--- config.mk ---
export PLATFORM = sky130hd
export DESIGN_NAME = fpa_reduce_sched_flat
export DESIGN_NICKNAME = d
export VERILOG_FILES = /design/src/rtl/fpa_reduce_sched_if.sv /design/src/rtl/fpa_reduce_sched.sv /design/src/flat_wrapper.sv
export SDC_FILE = /design/constraint.sdc
export NUM_CORES = 1
export LEC_CHECK = 0
export CORE_ASPECT_RATIO = 1.25
export CORE_MARGIN = 3
export CORE_UTILIZATION = 40
export DETAILED_ROUTE_END_ITERATION = 6
export PLACE_DENSITY = 0.64
export SLEW_MARGIN = 20
export SYNTH_ARGS = -nofsm -noshare
export SYNTH_HDL_FRONTEND = slang
export SYNTH_SLANG_ARGS = --single-unit
--- constraint.sdc ---
create_clock -name iCLK -period 8.07 [get_ports iCLK]
set_input_delay 0.807 -clock iCLK [delete_from_list [all_inputs] [get_ports iCLK]]
set_output_delay 0.807 -clock iCLK [all_outputs]
set_load 0.1 [all_outputs]
--- src/rtl/fpa_reduce_sched_if.sv ---
// Handshake and add-unit bus for the FP reduction scheduler.
// The slave modport is the scheduler side; master is the environment side.
interface fpa_reduce_sched_if #(
    parameter int DATA_WIDTH = 32
);
    logic                  iEN;
    logic                  iSTART;
    logic [1:0]            iFPA_OPERATION;
    logic                  iIN_VALID;
    logic [DATA_WIDTH-1:0] iIN_DATA;
    logic                  oIN_READY;
    logic                  oADD_VALID;
    logic [DATA_WIDTH-1:0] oADD_A;
    logic [DATA_WIDTH-1:0] oADD_B;
    logic [1:0]            oADD_OPERATION;
    logic                  iADD_VALID;
    logic [DATA_WIDTH-1:0] iADD_RESULT;
    logic                  iADD_OVERFLOW;
    logic                  iADD_UNDERFLOW;
    logic                  iADD_EXCEPTION;
    logic                  oOUT_VALID;
    logic                  iOUT_READY;
    logic [DATA_WIDTH-1:0] oFPA_RESULT;
    logic                  oFPA_OVERFLOW;
    logic                  oFPA_UNDERFLOW;
    logic                  oFPA_EXCEPTION;
    logic                  oBUSY;

    modport slave (
        input  iEN, iSTART, iFPA_OPERATION, iIN_VALID, iIN_DATA,
               iADD_VALID, iADD_RESULT, iADD_OVERFLOW, iADD_UNDERFLOW, iADD_EXCEPTION,
               iOUT_READY,
        output oIN_READY, oADD_VALID, oADD_A, oADD_B, oADD_OPERATION,
               oOUT_VALID, oFPA_RESULT, oFPA_OVERFLOW, oFPA_UNDERFLOW, oFPA_EXCEPTION,
               oBUSY
    );

    modport master (
        output iEN, iSTART, iFPA_OPERATION, iIN_VALID, iIN_DATA,
               iADD_VALID, iADD_RESULT, iADD_OVERFLOW, iADD_UNDERFLOW, iADD_EXCEPTION,
               iOUT_READY,
        input  oIN_READY, oADD_VALID, oADD_A, oADD_B, oADD_OPERATION,
               oOUT_VALID, oFPA_RESULT, oFPA_OVERFLOW, oFPA_UNDERFLOW, oFPA_EXCEPTION,
               oBUSY
    );
endinterface

--- src/rtl/fpa_reduce_sched.sv ---
// Reduces N FP operands to one sum through a single shared, fully pipelined
// external adder, keeping pending values in a circular buffer in arrival order.
module fpa_reduce_sched #(
    parameter int DATA_WIDTH = 32,
    parameter int N          = 16,
    parameter int CW         = $clog2(N + 1)
) (
    input logic iCLK,
    input logic iNRESET,
    fpa_reduce_sched_if.slave bus
);
    localparam int PW    = (N > 1) ? $clog2(N) : 1;
    localparam int DEPTH = 1 << PW;

    typedef enum logic [1:0] {IDLE, LOAD, REDUCE, DONE} state_t;

    state_t                state, state_next;
    logic [DATA_WIDTH-1:0] mem [DEPTH];
    logic [PW-1:0]         wr_ptr, rd_ptr, rd_ptr1, rd_ptr2;
    logic [CW-1:0]         count, loaded, issued, completed;
    logic [1:0]            op_q;
    logic                  sticky_ovf, sticky_unf, sticky_exc;
    logic                  add_valid_q;
    logic [DATA_WIDTH-1:0] add_a_q, add_b_q;
    logic                  start, accept_in, accept_ret, issue;

    function automatic logic [PW-1:0] ptr_inc(input logic [PW-1:0] p);
        return (p == PW'(N - 1)) ? '0 : p + 1'b1;
    endfunction

    assign rd_ptr1 = ptr_inc(rd_ptr);
    assign rd_ptr2 = ptr_inc(rd_ptr1);

    // Returns are only absorbed while some issue is still outstanding, so
    // stale results from an abandoned job can never be mistaken for new ones.
    assign start      = (state == IDLE) && bus.iSTART;
    assign accept_in  = (state == LOAD) && bus.iIN_VALID;
    assign accept_ret = (state == REDUCE) && bus.iADD_VALID && (completed != issued);
    assign issue      = (state == REDUCE) && bus.iEN && (count >= CW'(2))
                        && (issued < CW'(N - 1));

    always_ff @(posedge iCLK or negedge iNRESET) begin
        if (!iNRESET) state <= IDLE;
        else          state <= state_next;
    end

    always_comb begin
        state_next = state;
        case (state)
            IDLE:    if (bus.iSTART) state_next = LOAD;
            LOAD:    if (accept_in && (loaded == CW'(N - 1)))
                         state_next = (N == 1) ? DONE : REDUCE;
            REDUCE:  if (accept_ret && (completed == CW'(N - 2))) state_next = DONE;
            DONE:    if (bus.iOUT_READY) state_next = IDLE;
            default: state_next = IDLE;
        endcase
    end

    always_comb begin
        bus.oIN_READY      = (state == LOAD);
        bus.oOUT_VALID     = (state == DONE);
        bus.oBUSY          = (state != IDLE);
        bus.oADD_VALID     = add_valid_q;
        bus.oADD_A         = add_a_q;
        bus.oADD_B         = add_b_q;
        bus.oADD_OPERATION = op_q;
        bus.oFPA_RESULT    = '0;
        bus.oFPA_OVERFLOW  = 1'b0;
        bus.oFPA_UNDERFLOW = 1'b0;
        bus.oFPA_EXCEPTION = 1'b0;
        if (state == DONE) begin
            bus.oFPA_RESULT    = mem[rd_ptr];
            bus.oFPA_OVERFLOW  = sticky_ovf;
            bus.oFPA_UNDERFLOW = sticky_unf;
            bus.oFPA_EXCEPTION = sticky_exc;
        end
    end

    always_ff @(posedge iCLK or negedge iNRESET) begin
        if (!iNRESET) begin
            wr_ptr      <= '0;
            rd_ptr      <= '0;
            count       <= '0;
            loaded      <= '0;
            issued      <= '0;
            completed   <= '0;
            op_q        <= '0;
            sticky_ovf  <= 1'b0;
            sticky_unf  <= 1'b0;
            sticky_exc  <= 1'b0;
            add_valid_q <= 1'b0;
            add_a_q     <= '0;
            add_b_q     <= '0;
        end else begin
            add_valid_q <= issue;
            if (start) begin
                op_q       <= bus.iFPA_OPERATION;
                sticky_ovf <= 1'b0;
                sticky_unf <= 1'b0;
                sticky_exc <= 1'b0;
                wr_ptr     <= '0;
                rd_ptr     <= '0;
                count      <= '0;
                loaded     <= '0;
                issued     <= '0;
                completed  <= '0;
            end else begin
                count <= count + CW'(accept_in || accept_ret) - (issue ? CW'(2) : CW'(0));
            end
            if (issue) begin
                add_a_q <= mem[rd_ptr];
                add_b_q <= mem[rd_ptr1];
                rd_ptr  <= rd_ptr2;
                issued  <= issued + 1'b1;
            end
            if (accept_in) begin
                wr_ptr <= ptr_inc(wr_ptr);
                loaded <= loaded + 1'b1;
            end
            if (accept_ret) begin
                wr_ptr     <= ptr_inc(wr_ptr);
                completed  <= completed + 1'b1;
                sticky_ovf <= sticky_ovf | bus.iADD_OVERFLOW;
                sticky_unf <= sticky_unf | bus.iADD_UNDERFLOW;
                sticky_exc <= sticky_exc | bus.iADD_EXCEPTION;
            end
        end
    end

    // Loads and returns occur in different states, so one write port suffices.
    always_ff @(posedge iCLK) begin
        if (accept_in)       mem[wr_ptr] <= bus.iIN_DATA;
        else if (accept_ret) mem[wr_ptr] <= bus.iADD_RESULT;
    end
endmodule

--- src/flat_wrapper.sv ---
// flat-port wrapper written by rule: the top's interface ports become plain ports
module fpa_reduce_sched_flat 
#(
    parameter int DATA_WIDTH = 32,
    parameter int N          = 16,
    parameter int CW         = $clog2(N + 1)
)
  (iCLK, iNRESET, bus_iEN, bus_iSTART, bus_iFPA_OPERATION, bus_iIN_VALID, bus_iIN_DATA, bus_iADD_VALID, bus_iADD_RESULT, bus_iADD_OVERFLOW, bus_iADD_UNDERFLOW, bus_iADD_EXCEPTION, bus_iOUT_READY, bus_oIN_READY, bus_oADD_VALID, bus_oADD_A, bus_oADD_B, bus_oADD_OPERATION, bus_oOUT_VALID, bus_oFPA_RESULT, bus_oFPA_OVERFLOW, bus_oFPA_UNDERFLOW, bus_oFPA_EXCEPTION, bus_oBUSY);
  fpa_reduce_sched_if #(.DATA_WIDTH(DATA_WIDTH)) bus_i ();
  input logic iCLK;
  input logic iNRESET;
  input wire logic [$bits(bus_i.iEN)-1:0] bus_iEN;
  input wire logic [$bits(bus_i.iSTART)-1:0] bus_iSTART;
  input wire logic [$bits(bus_i.iFPA_OPERATION)-1:0] bus_iFPA_OPERATION;
  input wire logic [$bits(bus_i.iIN_VALID)-1:0] bus_iIN_VALID;
  input wire logic [$bits(bus_i.iIN_DATA)-1:0] bus_iIN_DATA;
  input wire logic [$bits(bus_i.iADD_VALID)-1:0] bus_iADD_VALID;
  input wire logic [$bits(bus_i.iADD_RESULT)-1:0] bus_iADD_RESULT;
  input wire logic [$bits(bus_i.iADD_OVERFLOW)-1:0] bus_iADD_OVERFLOW;
  input wire logic [$bits(bus_i.iADD_UNDERFLOW)-1:0] bus_iADD_UNDERFLOW;
  input wire logic [$bits(bus_i.iADD_EXCEPTION)-1:0] bus_iADD_EXCEPTION;
  input wire logic [$bits(bus_i.iOUT_READY)-1:0] bus_iOUT_READY;
  output wire logic [$bits(bus_i.oIN_READY)-1:0] bus_oIN_READY;
  output wire logic [$bits(bus_i.oADD_VALID)-1:0] bus_oADD_VALID;
  output wire logic [$bits(bus_i.oADD_A)-1:0] bus_oADD_A;
  output wire logic [$bits(bus_i.oADD_B)-1:0] bus_oADD_B;
  output wire logic [$bits(bus_i.oADD_OPERATION)-1:0] bus_oADD_OPERATION;
  output wire logic [$bits(bus_i.oOUT_VALID)-1:0] bus_oOUT_VALID;
  output wire logic [$bits(bus_i.oFPA_RESULT)-1:0] bus_oFPA_RESULT;
  output wire logic [$bits(bus_i.oFPA_OVERFLOW)-1:0] bus_oFPA_OVERFLOW;
  output wire logic [$bits(bus_i.oFPA_UNDERFLOW)-1:0] bus_oFPA_UNDERFLOW;
  output wire logic [$bits(bus_i.oFPA_EXCEPTION)-1:0] bus_oFPA_EXCEPTION;
  output wire logic [$bits(bus_i.oBUSY)-1:0] bus_oBUSY;
  assign bus_i.iEN = bus_iEN;
  assign bus_i.iSTART = bus_iSTART;
  assign bus_i.iFPA_OPERATION = bus_iFPA_OPERATION;
  assign bus_i.iIN_VALID = bus_iIN_VALID;
  assign bus_i.iIN_DATA = bus_iIN_DATA;
  assign bus_i.iADD_VALID = bus_iADD_VALID;
  assign bus_i.iADD_RESULT = bus_iADD_RESULT;
  assign bus_i.iADD_OVERFLOW = bus_iADD_OVERFLOW;
  assign bus_i.iADD_UNDERFLOW = bus_iADD_UNDERFLOW;
  assign bus_i.iADD_EXCEPTION = bus_iADD_EXCEPTION;
  assign bus_i.iOUT_READY = bus_iOUT_READY;
  assign bus_oIN_READY = bus_i.oIN_READY;
  assign bus_oADD_VALID = bus_i.oADD_VALID;
  assign bus_oADD_A = bus_i.oADD_A;
  assign bus_oADD_B = bus_i.oADD_B;
  assign bus_oADD_OPERATION = bus_i.oADD_OPERATION;
  assign bus_oOUT_VALID = bus_i.oOUT_VALID;
  assign bus_oFPA_RESULT = bus_i.oFPA_RESULT;
  assign bus_oFPA_OVERFLOW = bus_i.oFPA_OVERFLOW;
  assign bus_oFPA_UNDERFLOW = bus_i.oFPA_UNDERFLOW;
  assign bus_oFPA_EXCEPTION = bus_i.oFPA_EXCEPTION;
  assign bus_oBUSY = bus_i.oBUSY;
  fpa_reduce_sched #(.DATA_WIDTH(DATA_WIDTH), .N(N), .CW(CW)) u_core (.iCLK(iCLK), .iNRESET(iNRESET), .bus(bus_i));
endmodule
# Yosys cells after proc, flatten, opt, wreduce, memory -nomap -nowiden
# Memories as Yosys holds them, arrays and structs flattened. A register that Yosys moved wholly into a read port is not among the register bits.
# Cells that the tools add are included.
# classes
addsub	8
n_lt_le_gt_ge	2
eq_ne	13
mux	32
bitwise_logic	4
reduce_logical	18
# ops
operator	count
32-bit 2-to-1 mux	2
4-bit 2-to-1 mux	7
5-bit 2-to-1 mux	5
5-bit by 1-bit adder with 5-bit output, second input constant	3
4-bit by 1-bit adder with 4-bit output, second input constant	3
4-bit == test, second input constant	3
1-bit 2-to-1 mux	12
5-bit by 4-bit == test with 1-bit output, second input constant	2
2-bit 2-to-1 mux	5
1-bit logical AND	9
2-bit one-hot mux with 4 select lines	1
2-bit nonzero test	4
2-bit inequality test, second input constant	3
5-bit by 1-bit adder with 5-bit output	1
5-bit by 2-bit greater-or-equal comparator with 1-bit output, second input constant	1
5-bit by 4-bit < comparator with 1-bit output, second input constant	1
5-bit inequality test	1
5-bit subtractor	1
2-bit == test, second input constant	2
1-bit OR	4
4-bit AND reduction	1
3-bit nonzero test	1
2-bit by 1-bit == test with 1-bit output, second input constant	1
2-bit logical NOT	1
3 further kinds	3
# word_totals
ff_bits	68
mem_bits_rw	512
inputBits	76
output_inout_bits	105
elab_cells	91
memories	1
# mem_list
memory	words	width	rd	rd_ports_with_merged_regs	write_ports	line	source
u_core.mem	16	32	2	1	1	fpa_reduce_sched.sv:18	logic [DATA_WIDTH-1:0] mem [DEPTH];

# Longest topological paths before layout
# Gate-level depths: netlist (run 1).
# depth
ltp_word	7
depth_mapped	14
ltp_nobuf	13

# Least setup slack after synthesis (run 1)
# OpenSTA, ideal clock, no wires.
# synth_path
path_kind	register to register
startpoint	register u_core.state[1]
endpoint	memory u_core.mem[0][0], enable pin
setup_ps	461
arrival_time_ps	4219
t_required_ps	7609
path_slack_ps	3390
path_stages_with_launch	7
n_path_buf	1
synth_period_minus_slack_ps	4680
cell_sequence	dfrtp_1 inv_1 ha_1 and2_1 clkbuf_1 o21ai_0 nor3_1
# synth_between
word_cells_on_any_way	11
cone_classes	eq/ne (2); mux (5); bitwise (1); reduce/logical (3)
# synth_lines
item	line	source
start: declaration	fpa_reduce_sched.sv:17	state_t state, state_next;
start signal: assignment	fpa_reduce_sched.sv:44	else state <= state_next;
2-bit by 1-bit == test with 1-bit output *	n/a	
named net bus_oIN_READY	flat_wrapper.sv:23	output wire logic [$bits(bus_i.oIN_READY)-1:0] bus_oIN_READY;
1-bit logical AND *	fpa_reduce_sched.sv:37	assign accept_in = (state == LOAD) && bus.iIN_VALID;
1-bit 2-to-1 mux	fpa_reduce_sched.sv:132	if (accept_in) mem[wr_ptr] <= bus.iIN_DATA;
1-bit 2-to-1 mux, on equally long branches	fpa_reduce_sched.sv:132, fpa_reduce_sched.sv:133	
1-bit OR (no source line) *	n/a	
end: declaration	fpa_reduce_sched.sv:18	
# The timed path passes the listed nets; every way through them passes the cells marked *.

# Worst setup path after layout (run 1)
# layout_path
startpoint	register u_core.rd_ptr[1]
endpoint	output bus_oFPA_RESULT[20]
# layout_between
elab_chain_len	2
# layout_rtl
item	line	source
start: declaration	fpa_reduce_sched.sv:19	logic [PW-1:0] wr_ptr, rd_ptr, rd_ptr1, rd_ptr2;
start signal: assignment	fpa_reduce_sched.sv:113	rd_ptr <= rd_ptr2;
memory read 16 x 32 bit	n/a	
32-bit 2-to-1 mux	fpa_reduce_sched.sv:71	if (state == DONE) begin
end: declaration	flat_wrapper.sv:29	output wire logic [$bits(bus_i.oFPA_RESULT)-1:0] bus_oFPA_RESULT;
# Every way passes these cells.

==> metrics, run 1 <==
clk sinks 612; Fmax achieved 0.176 GHz; Hold Path Class in -> async; Placement Cell Area 31900 sq um; CTS Hold Bufs 0; Post-Synth Adder-Cell Area 1.03%; Mapped Avg Cell Area 13.5 sq um; CTS tree built; worst-path cell chain buf_4, mux4_2, mux4_2, and2_1, clkdlybuf4s50_1; Vias 20.9k; clk_lat worst skew 0.65 ns; critical path required time 7.26 ns; startpoint types flip-flop; cell family with most CP delay buffers and inverters; die width 248 um; maximum root-to-sink buffer count 3; post-synthesis simple-gate area fraction 8.97%; Max Slew Vio Count 0; Area Growth Syn to Fin 15.9%; wire per inst 28.7 um; VDD IR-drop max 0.000310 V; input/output buffers 180; Pleak 10.9 nW; Sw Pwr 0.00510 W; initial antenna violation count 1; Gate power share 41.0%; Final setup viols 0; Final min period 5.70 ns; CP max stage delay 1.11 ns; largest fanout on the critical path 70; Synth Flop Type edfxtp_1; Detail Placement HPWL 49.5 mm; Fillers 6273; asr flop ratio synth 16.3%; IO Count 181; die footprint 76300 sq um; RD Place Congestion 0.822; Worst Path Arrival 4.89 ns; post-synthesis compound-gate area fraction 11.3%; internal power 0.00678 W; final hold vios 0; Post-CTS Resized 0; layout net count 2366; Post-DRT Antenna Nets 0; Die Ht 308 um; Starting Density 40.5%; post-synthesis mux area share 14.0%; number of synthesized flops with an enable pin 512; Total GRT Usage 24.2%; most used cell, CP mux4_2; Yosys cell types 66; vias in the first global route 21.0k; drt pass-1 iters 6; part of the power in registers 35.4%; Synth Area in XOR/XNOR 0.326%; max cap viols 0; Yosys top cell area share 52.7%; Overflow after GRT 0; Setup Skew 0.0321 ns; first-pass GRT wire length 137 mm; post-synth top area cell edfxtp_1; WP buf/inv 2; Rows 110; register area share after synthesis 61.2%; Syn. warnings 0; largest family of logic cells by synthesized area multiplexers; cts bufs inserted 60; pwr/cell area 351 nW/um^2; Crit-path slowest cell dfrtp_4; final cycle utilization of the critical path 70.6%; number of post-CTS setup repair buffers 0; run status complete, no violations; share of cells above drive strength 1 14.9%; H-tree levels 2; largest net degree at the start of global routing 82; Max-slew headroom 26.9%; residual DRC count 0; CTS root buf clkbuf_16; Netlist Area Pre-Place 29200 sq um; Commonest cells post-synth edfxtp_1, nand2_1, mux4_2, o21ai_0, a211oi_1; WHS 0.179 ns; syn_nets 2256; Initial DRC Count 2812; Worst Setup Path Type reg -> out; Design Area, Final 33800 sq um; switch share 42.9%; Total Wirelength 93.8 mm; Seq cells post-synth 612; Syn Inst Count 2156; CP Capture Type output pin; fin util 46.9%; flop2flop setup slack 3.28 ns; core box area 72100 sq um; Worst-path clk slew 0.07 ns; most common cell in the netlist edfxtp_1; slew at the pin closest to its max-slew limit 1.10 ns; Clk pwr share 23.6%; Via density 6.38; RSZ-0062 raised after global routing false; synth top area cells edfxtp_1, mux4_2, dfrtp_1; setup TNS 0 ns
==> area by class of cell <==
class,instances,area [sq um],area share [%]
Sequential cell,612,17900,52.9
Clock inverter,41,373,1.10
Multi-Input combinational cell,1351,10600,31.3
Tap cell,952,1190,3.52
Clock buffer,72,1580,4.66
Timing Repair Buffer,224,2150,6.34
Antenna cell,1,2.50,0.00740
Inverter,17,66.3,0.196
==> placed cells by master, fill, tap and decap left out, types with 51 or more instances in the layout <==
cell,instances
edfxtp_1,512
nand2_1,322
clkdlybuf4s50_1,179
mux4_2,160
o21ai_0,138
a211oi_1,104
a21oi_1,103
dfrtp_1,96
nor3_1,91
o21ai_1,61
clkbuf_16,61
a2bb2oi_1,51
==> worst paths after layout <==
path                                  startpoint  cells past startpoint               endpoint
min reg2reg                u_core.bus.oADD_A[28]                      2  u_core.bus.oADD_A[28]
max                             u_core.rd_ptr[1]                      5    bus_oFPA_RESULT[20]
min in group iCLK          u_core.bus.oADD_A[28]                      2  u_core.bus.oADD_A[28]
max reg2reg                     u_core.rd_ptr[1]                      8  u_core.bus.oADD_B[13]
min                                      iNRESET                      1  u_core.bus.oADD_B[26]
max in group asynchronous                iNRESET                      2       u_core.rd_ptr[0]
==> metal layers <==
layer | track usage (%) | share of wire, % | up-vias
li1 | - | - | 8581
met1 | 30.9 | 36 | 10430
met2 | 39.3 | 47 | 1578
met3 | 5.76 | 12 | 287
met4 | 10.9 | 4.3 | 0
met5 | 0 | 0 | -
==> worst reg2reg max path: cells and delay by family (launching register included) <==
family / cells / cell delay, ns
fa+ha+maj: 1 / 0.30
buf+inv: 2 / 1.52
compound gates: 3 / 0.77
flops: 1 / 1.11
simple gates: 2 / 0.93
==> state kept, by name, indices dropped and copies added (netlist names) <==
name / count
u_core.bus.oADD_A: 32
u_core.bus.oADD_B: 32
u_core.bus.oADD_OPERATION: 2
u_core.bus.oADD_VALID: 1
u_core.completed: 5
u_core.count: 5
u_core.issued: 5
u_core.loaded: 5
u_core.mem: 512
u_core.rd_ptr: 4
u_core.state: 2
u_core.sticky_exc: 1
u_core.sticky_ovf: 1
u_core.sticky_unf: 1
u_core.wr_ptr: 4
==> metrics by stage <==
| stage | std cells | setup WS (ns) | total power [W] |
|---|---|---|---|
| 4_1_cts | 3268 | 2.39 | 0.0119 |
| 3_3_place_gp | 3155 | 3.12 | 0.00901 |
| 6_report | 3270 | 2.37 | 0.0119 |
| 5_1_grt | 3269 | 2.21 | 0.0123 |
| 2_1_floorplan | 2156 | 3.39 | 0.00759 |
| 3_5_place_dp | 3155 | 3.06 | 0.00910 |
==> power groups by stage <==
stage          logic [W]  clock network [W]  registers (W)
2_1_floorplan    0.00237                  0        0.00523
3_3_place_gp     0.00477                  0        0.00424
3_5_place_dp     0.00484                  0        0.00426
4_1_cts          0.00486            0.00284        0.00420
5_1_grt          0.00512            0.00297        0.00423
6_report         0.00487            0.00280        0.00420
==> kinds of logic after synthesis <==
family / after synthesis
AO/OA/AOI/OAI: 522
buffers and inverters: 193
XOR/XNOR: 10
multiplexers: 204
AND/OR/NAND/NOR: 591
flip-flops: 612
adder cells (fa/ha/maj): 24
No activity file was read; power rests on OpenSTA's default activity.
==> inputs of run 2 (changes only) <==
clock period = 5.5 ns   (was 8.07 ns; I/O delays follow)
==> run 2 against run 1 <==
Sequential power up 47%. Design area increased by 0.50%. Non-clock buffer count grew 13. First-iteration DRC count fell by 21%. Sequential cell count is the same. Routed wire length shrank 1.0%. Register-to-register slack worse by 2.0 ns. Critical endpoint is now bus_oFPA_RESULT[0]. Clock skew is 0.0076 ns lower. Core utilization rose by 0.24 points. Hold slack worse by 0.16 ns. Total power up 47%.
==> metrics, run 2 (synthesis gave the netlist of run 1 again) <==
Vias 20.6k (-1.2%); maximum root-to-sink buffer count 3 (unchanged); core box area 72100 sq um (unchanged); CTS root buf clkbuf_16; critical path required time 4.95 ns (-2.31 ns); most used cell, CP mux4_2; drt pass-1 iters 7 (+1); Detail Placement HPWL 50.2 mm (+1.4%); largest fanout on the critical path 29 (-59%); Gate power share 40.9% (about the same); ANT cells 0 (-1); number of post-CTS setup repair buffers 0 (unchanged); Post-DRT Antenna Nets 0 (unchanged); Clk pwr share 23.6% (about the same); Post-CTS Resized 0 (unchanged); wire per inst 28.3 um (-1.3%); pwr/cell area 514 nW/um^2 (+46%); Final setup viols 0 (unchanged); commonest non-fill, non-tap cells in the layout edfxtp_1, nand2_1, clkdlybuf4s50_1; Area Growth Syn to Fin 16.4%; clk_lat worst skew 0.65 ns (about the same); share of cells above drive strength 1 15.5% (+0.57 points); initial antenna violation count 1 (unchanged); Worst Path Arrival 4.30 ns (-0.59 ns); residual DRC count 0 (unchanged); IO Count 181 (unchanged); Pleak 11.0 nW (+0.70%); reg2reg start u_core.rd_ptr[0]; final hold vios 0 (unchanged); flop2flop setup slack 1.28 ns (-2.00 ns); Setup crit end bus_oFPA_RESULT[0]; Max-slew headroom 19.9% (-7.1 points); Setup Skew 0.0246 ns (-0.00756 ns); Overflow after GRT 0 (unchanged); Starting Density 40.5% (unchanged); cts bufs inserted 59 (-1.7%); max cap viols 0 (unchanged); Worst-path clk slew 0.07 ns (about the same); first-pass GRT wire length 136 mm (-0.77%); Die Ht 308 um (unchanged); input/output buffers 180 (unchanged); CP Launch Point u_core.rd_ptr[0]; RSZ-0062 raised after global routing false; switch share 42.9% (about the same); largest net degree at the start of global routing 77 (-6.1%); clk sinks 612 (unchanged); die width 248 um (unchanged); WP buf/inv 2 (unchanged); H-tree levels 2 (unchanged); cell family with most CP delay buffers and inverters; Fmax achieved 0.206 GHz; CTS Hold Bufs 0 (unchanged); Total Wirelength 92.8 mm (-1.0%); vias in the first global route 20.9k (-0.70%); dpl ws 1.26 ns (-1.80 ns); Rows 110 (unchanged); CP Depth 5 (unchanged); Max Slew Vio Count 0 (unchanged); Largest Register u_core.mem; part of the power in registers 35.4% (about the same); slew at the pin closest to its max-slew limit 1.20 ns (+0.104 ns); Sw Pwr 0.00750 W (+47%); final cycle utilization of the critical path 88.2%; startpoint types flip-flop; Final WS setup 0.647 ns (-1.73 ns); Initial DRC Count 2212 (-21%); VDD IR-drop max 0.000410 V (+32%); setup TNS 0 ns (unchanged); Total GRT Usage 24.1% (-0.093 points); depth of the most critical reg-to-reg path 8 (unchanged); commonest non-fill, non-tap cell in the layout edfxtp_1; Via density 6.29 (-1.5%); CP Capture Type output pin; Crit-path slowest cell clkdlybuf4s50_1; CTS tree built; internal power 0.00998 W (+47%); Hold Path Class in -> async; run status complete, no violations; Final min period 4.85 ns; RD Place Congestion 0.816 (-0.73%); R2R Path End u_core.bus.oADD_B[13]; Largest register FFs 512 (unchanged); worst-path cell chain buf_4, mux4_2, mux4_2, and2_1, clkdlybuf4s50_1; CP max stage delay 0.96 ns (-0.15 ns); die footprint 76300 sq um (unchanged); Worst Setup Path Type reg -> out; layout net count 2378 (+0.51%)
-- run 2: power by group through the flow --
| stage | clock [W] | combinational [W] | sequential (W) |
|---|---|---|---|
| after floorplan | 0 | 0.00347 | 0.00767 |
| after global placement | 0 | 0.00704 | 0.00625 |
| after detailed placement | 0 | 0.00712 | 0.00628 |
| after CTS | 0.00418 | 0.00715 | 0.00618 |
| after global routing | 0.00438 | 0.00754 | 0.00624 |
| final | 0.00413 | 0.00715 | 0.00619 |
-- run 2: final cells by class --
| type | count | area (sq um) |
|---|---|---|
| Clock inverter | 38 | 372 |
| Timing Repair Buffer | 237 | 2310 |
| Inverter | 17 | 68.8 |
| Clock buffer | 73 | 1580 |
| Fill cell | 6260 | 38100 |
| Tap cell | 952 | 1190 |
| Multi-Input combinational cell | 1351 | 10600 |
| Sequential cell | 612 | 17900 |
-- run 2: per-layer routing --
metal,up-vias,GRT usage [%],share of wire [%]
li1,8613,-,-
met1,10372,31.4,37
met2,1382,39.7,48
met3,261,4.81,11
met4,0,9.80,4.1
met5,-,0,0
-- run 2: worst min path at each step --
| stage | from | end | cells past startpoint |
|---|---|---|---|
| finish | iNRESET | u_core.bus.oADD_B[0] | 1 |
| global route | iNRESET | u_core.bus.oADD_A[30] | 1 |
| CTS | iNRESET | u_core.bus.oADD_A[29] | 1 |
| detailed placement | u_core.bus.oADD_A[10] | u_core.bus.oADD_A[10] | 2 |
| global placement | u_core.bus.oADD_A[10] | u_core.bus.oADD_A[10] | 2 |
| floorplan | iNRESET | u_core.bus.oADD_A[0] | 0 |
-- run 2: worst reg2reg max path, cell delays in order (launching register included) --
cell,delay [ns]
dfrtp_4,0.78
inv_1,0.19
ha_4,0.48
buf_4,0.74
inv_2,0.75
nor3_1,0.49
o21ai_1,0.09
a2111oi_0,0.48
a311oi_1,0.08
-- run 2: through the flow --
step	power (W)	instance area [sq um]	util [%]	cells	hold WS, ns
2_1_floorplan	0.0111	29200	-	2156	0.254
3_3_place_gp	0.0133	32000	44.4	3169	0.457
3_5_place_dp	0.0134	32000	44.4	3169	0.463
4_1_cts	0.0175	34000	47.1	3280	0.0342
5_1_grt	0.0182	34000	47.1	3280	0.0694
6_report	0.0175	34000	47.1	3280	0.0185
